--- src/rtl/tmr_state_reg_voted.sv ---
// Triplicated WIDTH-bit state register with per-copy majority voters, continuous scrubbing,
// hold/XOR/add/load update modes, mismatch flags, a saturating error counter and fault injection.
module tmr_state_reg_voted #(
   parameter int unsigned      WIDTH     = 8,
   parameter logic [WIDTH-1:0] RESET_VAL = '0,
   parameter int unsigned      CNT_WIDTH = 8
) (
   input  logic                 clk,
   input  logic                 rstn,
   input  logic                 en,
   input  logic [1:0]           mode,
   input  logic [WIDTH-1:0]     din,
   input  logic                 clr_err,
   input  logic [1:0]           inj_sel,
   input  logic [WIDTH-1:0]     inj_mask,
   output logic [WIDTH-1:0]     dout,
   output logic                 err_any,
   output logic [2:0]           err_copy,
   output logic [CNT_WIDTH-1:0] err_cnt
);

   typedef enum logic [1:0] {
      MODE_HOLD = 2'b00,
      MODE_XOR  = 2'b01,
      MODE_ADD  = 2'b10,
      MODE_LOAD = 2'b11
   } modeT;

   localparam logic [CNT_WIDTH-1:0] CNT_MAX = '1;

   logic [WIDTH-1:0]     copyQ [3];
   logic [WIDTH-1:0]     voted;
   logic [2:0]           mism;
   logic [2:0]           errCopyQ;
   logic [CNT_WIDTH-1:0] errCntQ;

   // Each copy owns a private voter and next-state path so that no single gate is shared
   // between the three copies.
   for (genvar i = 0; i < 3; i++) begin : gCopy
      logic [WIDTH-1:0] voteLocal;
      logic [WIDTH-1:0] nxtLocal;
      logic [WIDTH-1:0] stateQ;

      assign voteLocal = (copyQ[0] & copyQ[1]) | (copyQ[1] & copyQ[2]) | (copyQ[0] & copyQ[2]);

      // NOTE: combinational blocks assign a default first so every path drives the output (no latch).
      always_comb begin
         nxtLocal = voteLocal;
         if (en) begin
            case (modeT'(mode))
               MODE_XOR:  nxtLocal = voteLocal ^ din;
               MODE_ADD:  nxtLocal = voteLocal + din;
               MODE_LOAD: nxtLocal = din;
               default:   nxtLocal = voteLocal;
            endcase
         end
      end

      // NOTE: state uses non-blocking assignments so all copies sample the same pre-edge vote.
      always_ff @(posedge clk) begin
         if (!rstn) begin
            stateQ <= RESET_VAL;
         end else if (inj_sel == 2'(i)) begin
            stateQ <= nxtLocal ^ inj_mask;
         end else begin
            stateQ <= nxtLocal;
         end
      end

      assign copyQ[i] = stateQ;
   end

   // Observation voter: drives dout and the mismatch detectors only, never the feedback.
   assign voted = (copyQ[0] & copyQ[1]) | (copyQ[1] & copyQ[2]) | (copyQ[0] & copyQ[2]);
   assign dout  = voted;

   for (genvar i = 0; i < 3; i++) begin : gMism
      assign mism[i] = |(copyQ[i] ^ voted);
   end

   assign err_any = |mism;

   // A mismatch seen in the clearing cycle survives the clear.
   always_ff @(posedge clk) begin
      if (!rstn) begin
         errCopyQ <= '0;
      end else if (clr_err) begin
         errCopyQ <= mism;
      end else begin
         errCopyQ <= errCopyQ | mism;
      end
   end

   always_ff @(posedge clk) begin
      if (!rstn) begin
         errCntQ <= '0;
      end else if (clr_err) begin
         errCntQ <= CNT_WIDTH'(err_any);
      end else if (err_any && (errCntQ != CNT_MAX)) begin
         errCntQ <= errCntQ + 1'b1;
      end
   end

   assign err_copy = errCopyQ;
   assign err_cnt  = errCntQ;

endmodule
--- config.mk ---
export PLATFORM = sky130hd
export DESIGN_NAME = tmr_state_reg_voted
export DESIGN_NICKNAME = d
export VERILOG_FILES = /design/src/rtl/tmr_state_reg_voted.sv
export SDC_FILE = /design/constraint.sdc
export NUM_CORES = 1
export LEC_CHECK = 0
export ABC_CLOCK_PERIOD_IN_PS = 7000
export CAP_MARGIN = 10
export CORE_MARGIN = 2
export CORE_UTILIZATION = 59
export CTS_CLUSTER_SIZE = 28
export DETAILED_ROUTE_END_ITERATION = 12
export PLACE_DENSITY = 0.84
export SLEW_MARGIN = 10
export SYNTH_ARGS = -nofsm -noshare
export SYNTH_HDL_FRONTEND = slang
export SYNTH_SLANG_ARGS = --single-unit
--- constraint.sdc ---
create_clock -name clk -period 7 [get_ports clk]
set_input_delay 1.4 -clock clk [delete_from_list [all_inputs] [get_ports clk]]
set_output_delay 1.4 -clock clk [all_outputs]
set_load 0.02 [all_outputs]
==> qor.csv, run 1 <==
metric,value,unit
outcome,"complete, no violations",
die area,0.00539,mm²
Cell Rows,25,
Placed Cells,452,
vias in the first global route,2683,
Syn Inst Count,369,
Clock Tree Buf Depth,2,
TritonCTS clock tree,built,
Synth Flop Type,dfxtp_1,
# clock sinks,35,
global placement routability congestion,0.918,
Yosys top cell by area,dfxtp_1,
Max Fclk,251,MHz
Worst Setup Path Type,reg -> out,
synth-to-layout area growth,18.0,%
reg-to-reg startpoint,gCopy[1].stateQ[1],
register area share after synthesis,24.6,%
initial DRC count,178,
CORE AREA,0.00469,mm²
Async SR Flop Fraction,0,%
final setup vio count,0,
HP Class,reg -> reg,
worst-path cell chain,"o21ai_0, a221o_1, nor4_2, nand3_1, clkdlybuf4s50_1",
via count,2874,
initial antenna violation count,0,
Initial Util,60.6,%
Total Power,0.580,mW
DRT Wirelength,7130,µm
LEAKAGE,1.32,nW
die width,73.4,µm
Worst Path Arrival,2580,ps
WP data required,5600,ps
Root Driver,clkbuf_8,
post-CTS sizing,0,
Vias/cell,6.28,
WP buf/inv,1,
cell family with most CP delay,buffers and inverters,
hold worst-path end,err_copy[2],
Post-CTS Setup Inserts,0,
final instance area,0.00336,mm²
Syn Nets,405,
post-synth top area share,24.6,%
Ports,44,
post-route insts no fill,458,
Slew @ Worst Pin,966,ps
"EDFF count, synth",0,
clk_lat worst skew,280,ps
"most common cell after layout, fill and taps aside",nand2_1,
placed instance area,0.00328,mm²
largest net degree at the start of global routing,28,
gr usage total,28.1,%
setup_tns,0,ps
diode count,0,
GRT Residual Overflow,0,
RSZ-0062 raised after global routing,no,
critical path endpoint category,primary output,
post-synthesis cell type count,62,
Post-Syn Area,0.00285,mm²
worst-path maximum fanout,13,
antenna-violating nets left,0,
slew margin rel.,35.5,%
crit-path max cell delay,680,ps
CTS H-tree depth,2,
YS warnings,0,
drt pass-1 iters,5,
min-delay src,err_copy[2],
flop-to-flop setup slack,3920,ps
most frequent cells in the layout,"nand2_1 (44), clkdlybuf4s50_1 (43), nor2_1 (39)",
Yosys reg bits,35,
CP startpoint kind,register,
Tcrit/Tclk final,56.9,%
routed len/inst,15.6,µm
Hold Buf Count CTS,0,
VDD IR max,0.109,mV
layout cells sized above 1,8.17,%
Final Max Tran Viols,0,
PD cells,173,mW/mm²
syn avg cell area,7.71,µm²
Port Buf Inserts,43,
first-pass GRT wire length,12100,µm
TritonCTS Buffers,5,
residual DRC count,0,
RR Endpoint,gCopy[1].stateQ[7],
Die Span Y,73.4,µm
Final Hold Vio Count,0,
clock skew,5.36,ps
DPL Wire Length,5410,µm
Min-Delay Path Depth,2,
setup slack after placement,2980,ps
fin crit period,3980,ps
fin worst setup slack,3020,ps
max capacitance violation total,0,
clk slew on worst S/H paths,70,ps
Crit-path slowest cell,clkdlybuf4s50_1,
fin nets,441,
Area contributors post-synth,"dfxtp_1 (25%), nand2_1 (5.8%), nor2_1 (5.1%)",
Reg2Reg Depth,10,
==> state kept, by name, summed over array words and instances (netlist names) <==
signal and count:
gCopy.stateQ 24, err_copy 3, err_cnt 8
==> cells by family (layout without fill, tap and decap cells) <==
kind of cell	after synthesis	in the layout	synth area share, %
buffers and inverters	26	61	3.65
muxes	11	11	4.00
adders and majority gates	12	12	5.54
xor gates and xnor gates	12	12	3.69
and+or+nand+nor	179	179	33.7
AOI/OAI and AO/OA	94	94	24.8
DFF	35	35	24.6
==> stage by stage <==
stage                     hold WS (ps)  utilization (%)
after floorplan                    547                -
after global placement             463             70.0
after detailed placement           467             70.0
after CTS                          479             71.5
after global routing               513             71.5
final                              478             71.5
==> cell usage after synthesis, types with 8 or more instances <==
cell type and number:
nor3_1 9, o21ai_0 8, nand2_1 44, or3b_2 13, nand2b_1 8, a21oi_1 24, clkbuf_1 11, and3_1 8
dfxtp_1 35, nand3_1 13, o21a_1 10, ha_1 11, nand3b_1 13, inv_1 11, mux2i_1 8, nor2_1 39
==> worst reg2reg max path, stage by stage (launching register included) <==
cell       delay (ps)
dfxtp_1           360
o21a_1            220
a21oi_1           370
inv_1             120
ha_1              340
a211oi_2          320
o211a_1           280
nor3_1            100
a2111oi_4         350
o22ai_2           170
mux2_1            350
==> report_power, final <==
| group | internal (mW) | leakage (nW) | total (mW) | switching (mW) |
|---|---|---|---|---|
| clock | 0.0663 | 0.0371 | 0.134 | 0.0675 |
| sequential | 0.218 | 0.289 | 0.243 | 0.0248 |
| combinational | 0.0948 | 0.991 | 0.203 | 0.109 |
==> routing by layer <==
| metal | vias to the layer above | global-route usage [%] | share of wire [%] |
|---|---|---|---|
| li1 | 1432 | - | - |
| met1 | 1329 | 36.2 | 43 |
| met2 | 94 | 47.6 | 49 |
| met3 | 19 | 4.39 | 5.8 |
| met4 | 0 | 9.09 | 2.1 |
| met5 | - | 0 | 0 |
==> worst max-delay path by stage <==
stage,start,endpoint,cells past startpoint
after global placement,din[0],gCopy[1].stateQ[6],10
after floorplan,din[0],gCopy[1].stateQ[6],9
after global routing,gCopy[0].stateQ[7],err_any,5
final,gCopy[0].stateQ[7],err_any,5
after detailed placement,din[0],gCopy[1].stateQ[6],10
after CTS,gCopy[0].stateQ[7],err_any,5
==> cell type report <==
class                      instances  area, µm²
timing repair buffer              43        430
clock buffer                       6       72.6
sequential                        35        701
multi-input combinational        308       2040
fill                             405       1340
tap                               54       67.6
inverter                          12       45.0
Note: power is estimated with default switching activity, not from simulation.
==> inputs of run 2 (changes only) <==
Settings changed: ABC_CLOCK_PERIOD_IN_PS 7000 to 3500, CORE_UTILIZATION 59 to 49, PLACE_DENSITY 0.84 to 0.75.
Clock period 7 ns to 3.5 ns, I/O delays scaled along.
==> run 2 against run 1 <==
Net effect:
- sequential share of layout area fell by 0.55 points
- via count is 1.3% lower
- global-route usage fell by 5.4 points
- non-clock buffer count rose by 8
- clock power grew 110%
- flip-flop and latch count is the same
- final area increased by 2.7%
- first-iteration DRC count decreased by 19%
- worst hold slack worse by 4.2 ps
- largest cell class unchanged
- highest routed layer unchanged
- clock skew rose by 0.57 ps
- clock-buffer cell count up 1
==> qor.csv, run 2 (synthesis gave the netlist of run 1 again) <==
metric,value,unit,change
Hold Buf Count CTS,0,,unchanged
first-pass GRT wire length,11600,µm,-3.4%
Die Span Y,80.2,µm,+9.2%
HP Class,reg -> reg,,
Max Fclk,325,MHz,
# clock sinks,35,,unchanged
Slew @ Worst Pin,644,ps,-322 ps
antenna-violating nets left,0,,unchanged
post-CTS sizing,0,,unchanged
Comb pwr share,35.0,%,about the same
LEAKAGE,1.36,nW,+3.3%
Final Hold Vio Count,0,,unchanged
gr usage total,22.7,%,-5.4 points
Cell Rows,27,,+8.0%
Sw Ratio,34.4,%,-0.25 points
Tcrit/Tclk final,88.0,%,
setup slack after placement,283,ps,-2700 ps
drt pass-1 iters,4,,-1
cell family with most CP delay,buffers and inverters,,
WP data required,2800,ps,-2800 ps
initial antenna violation count,0,,unchanged
slew margin rel.,56.9,%,+21 points
largest net degree at the start of global routing,26,,-7.1%
CP startpoint kind,register,,
max capacitance violation total,0,,unchanged
PD cells,341,mW/mm²,+97%
WP buf/inv,2,,+1
routed len/inst,14.2,µm,-8.6%
outcome,"complete, no violations",,
Port Buf Inserts,43,,unchanged
Crit-path slowest cell,clkdlybuf4s50_1,,
Root Driver,clkbuf_8,,
clk slew on worst S/H paths,70,ps,about the same
fin nets,449,,+1.8%
Ports,44,,unchanged
initial DRC count,144,,-19%
Int Power,0.772,mW,+100%
worst-path cell chain,"o21ai_0, a221o_1, nor4_2, nand3_1, buf_4, clkdlybuf4s50_1",,
TritonCTS clock tree,built,,
Clock Tree Buf Depth,2,,unchanged
clock skew,5.93,ps,+0.566 ps
GRT Residual Overflow,0,,unchanged
VDD IR max,0.181,mV,+66%
CTS H-tree depth,2,,unchanged
Final Util,61.9,%,-9.7 points
sequential share of power,41.3,%,-0.6 points
DRT Wirelength,6910,µm,-3.1%
max reg flops,24,,unchanged
Psw,0.404,mW,+100%
critical path endpoint category,primary output,,
die area,0.00643,mm²,+19%
Final Max Tran Viols,0,,unchanged
Worst Setup Path Type,reg -> out,,
global placement routability congestion,0.911,,-0.71%
vias in the first global route,2535,,-5.5%
TritonCTS Buffers,5,,unchanged
via count,2836,,-1.3%
Vias/cell,5.84,,-7.0%
"most common cell after layout, fill and taps aside",nand2_1,,
"Most flops, register",gCopy.stateQ,,
Worst Path Arrival,2380,ps,-200 ps
RSZ-0062 raised after global routing,no,,
diode count,0,,unchanged
die width,80.2,µm,+9.2%
residual DRC count,0,,unchanged
Post-CTS Setup Inserts,0,,unchanged
DPL Wire Length,5350,µm,-1.1%
final setup vio count,0,,unchanged
share of power burned in the clock network,23.7,%,+0.7 points
fin crit period,3080,ps,
layout cells sized above 1,10.1,%,+2.0 points
crit-path max cell delay,540,ps,-140 ps
most frequent cells in the layout,"nand2_1 (44), clkdlybuf4s50_1 (43), nor2_1 (39)",,
fin worst setup slack,420,ps,-2600 ps
Initial Util,51.0,%,-9.6 points
synth-to-layout area growth,21.2,%,
clk_lat worst skew,280,ps,about the same
worst-path maximum fanout,13,,unchanged
CORE AREA,0.00557,mm²,+19%
setup_tns,0,ps,unchanged
[run 2: changes by cell type in the layout (fill, tap and decap cells not counted)]
cell	delta
clkbuf_1	+1
buf_4	+8
clkinv_2	+1
[run 2: per-layer routing]
| layer | GRT usage (%) | up-vias | wire, µm |
|---|---|---|---|
| met5 | 0 | - | 0 |
| met4 | 6.10 | 0 | 97 |
| met3 | 3.03 | 9 | 251 |
| met2 | 37.9 | 48 | 3270 |
| met1 | 30.7 | 1333 | 3300 |
| li1 | - | 1446 | - |
[run 2: area by class of cell]
cell class                 instances  area, µm²
fill                             522       2130
tap                               72       90.1
clock inverter                     1       5.00
inverter                          12       45.0
multi-input combinational        308       2040
clock buffer                       7       76.3
timing repair buffer              51        490
sequential                        35        701
[run 2: final timing paths]
kind / slack (ps) / endpoint / cells past startpoint / start
worst max-delay path: 420 / err_any / 6 / gCopy[0].stateQ[7]
worst min-delay path: 470 / err_copy[1] / 2 / err_copy[1]
worst max register to register: 530 / gCopy[1].stateQ[7] / 10 / gCopy[1].stateQ[1]
worst min register to register: 470 / err_copy[1] / 2 / err_copy[1]
[run 2: metrics by stage]
step / hold WS (ps) / instances / total power, mW / area, µm²
floorplan: 547 / 369 / 0.766 / 2850
global placement: 463 / 478 / 0.893 / 3370
detailed placement: 464 / 478 / 0.903 / 3370
CTS: 474 / 486 / 1.18 / 3450
global route: 500 / 486 / 1.25 / 3450
finish: 474 / 486 / 1.18 / 3450
[run 2: power groups by stage]
stage               registers [mW]  logic (mW)  clock network (mW)
floorplan                    0.492       0.274                   0
global placement             0.489       0.403                   0
detailed placement           0.493       0.410                   0
CTS                          0.484       0.412               0.286
global route                 0.493       0.455               0.305
finish                       0.485       0.411               0.279
[run 2: worst register-to-register path: cells and delay by family, from the launching register on]
family / cells / cell delay, ps
buffers and inverters: 1 / 120
DFF: 1 / 370
muxes: 1 / 330
AOI/OAI and AO/OA: 6 / 1620
and+or+nand+nor: 1 / 100
adders and majority gates: 1 / 330
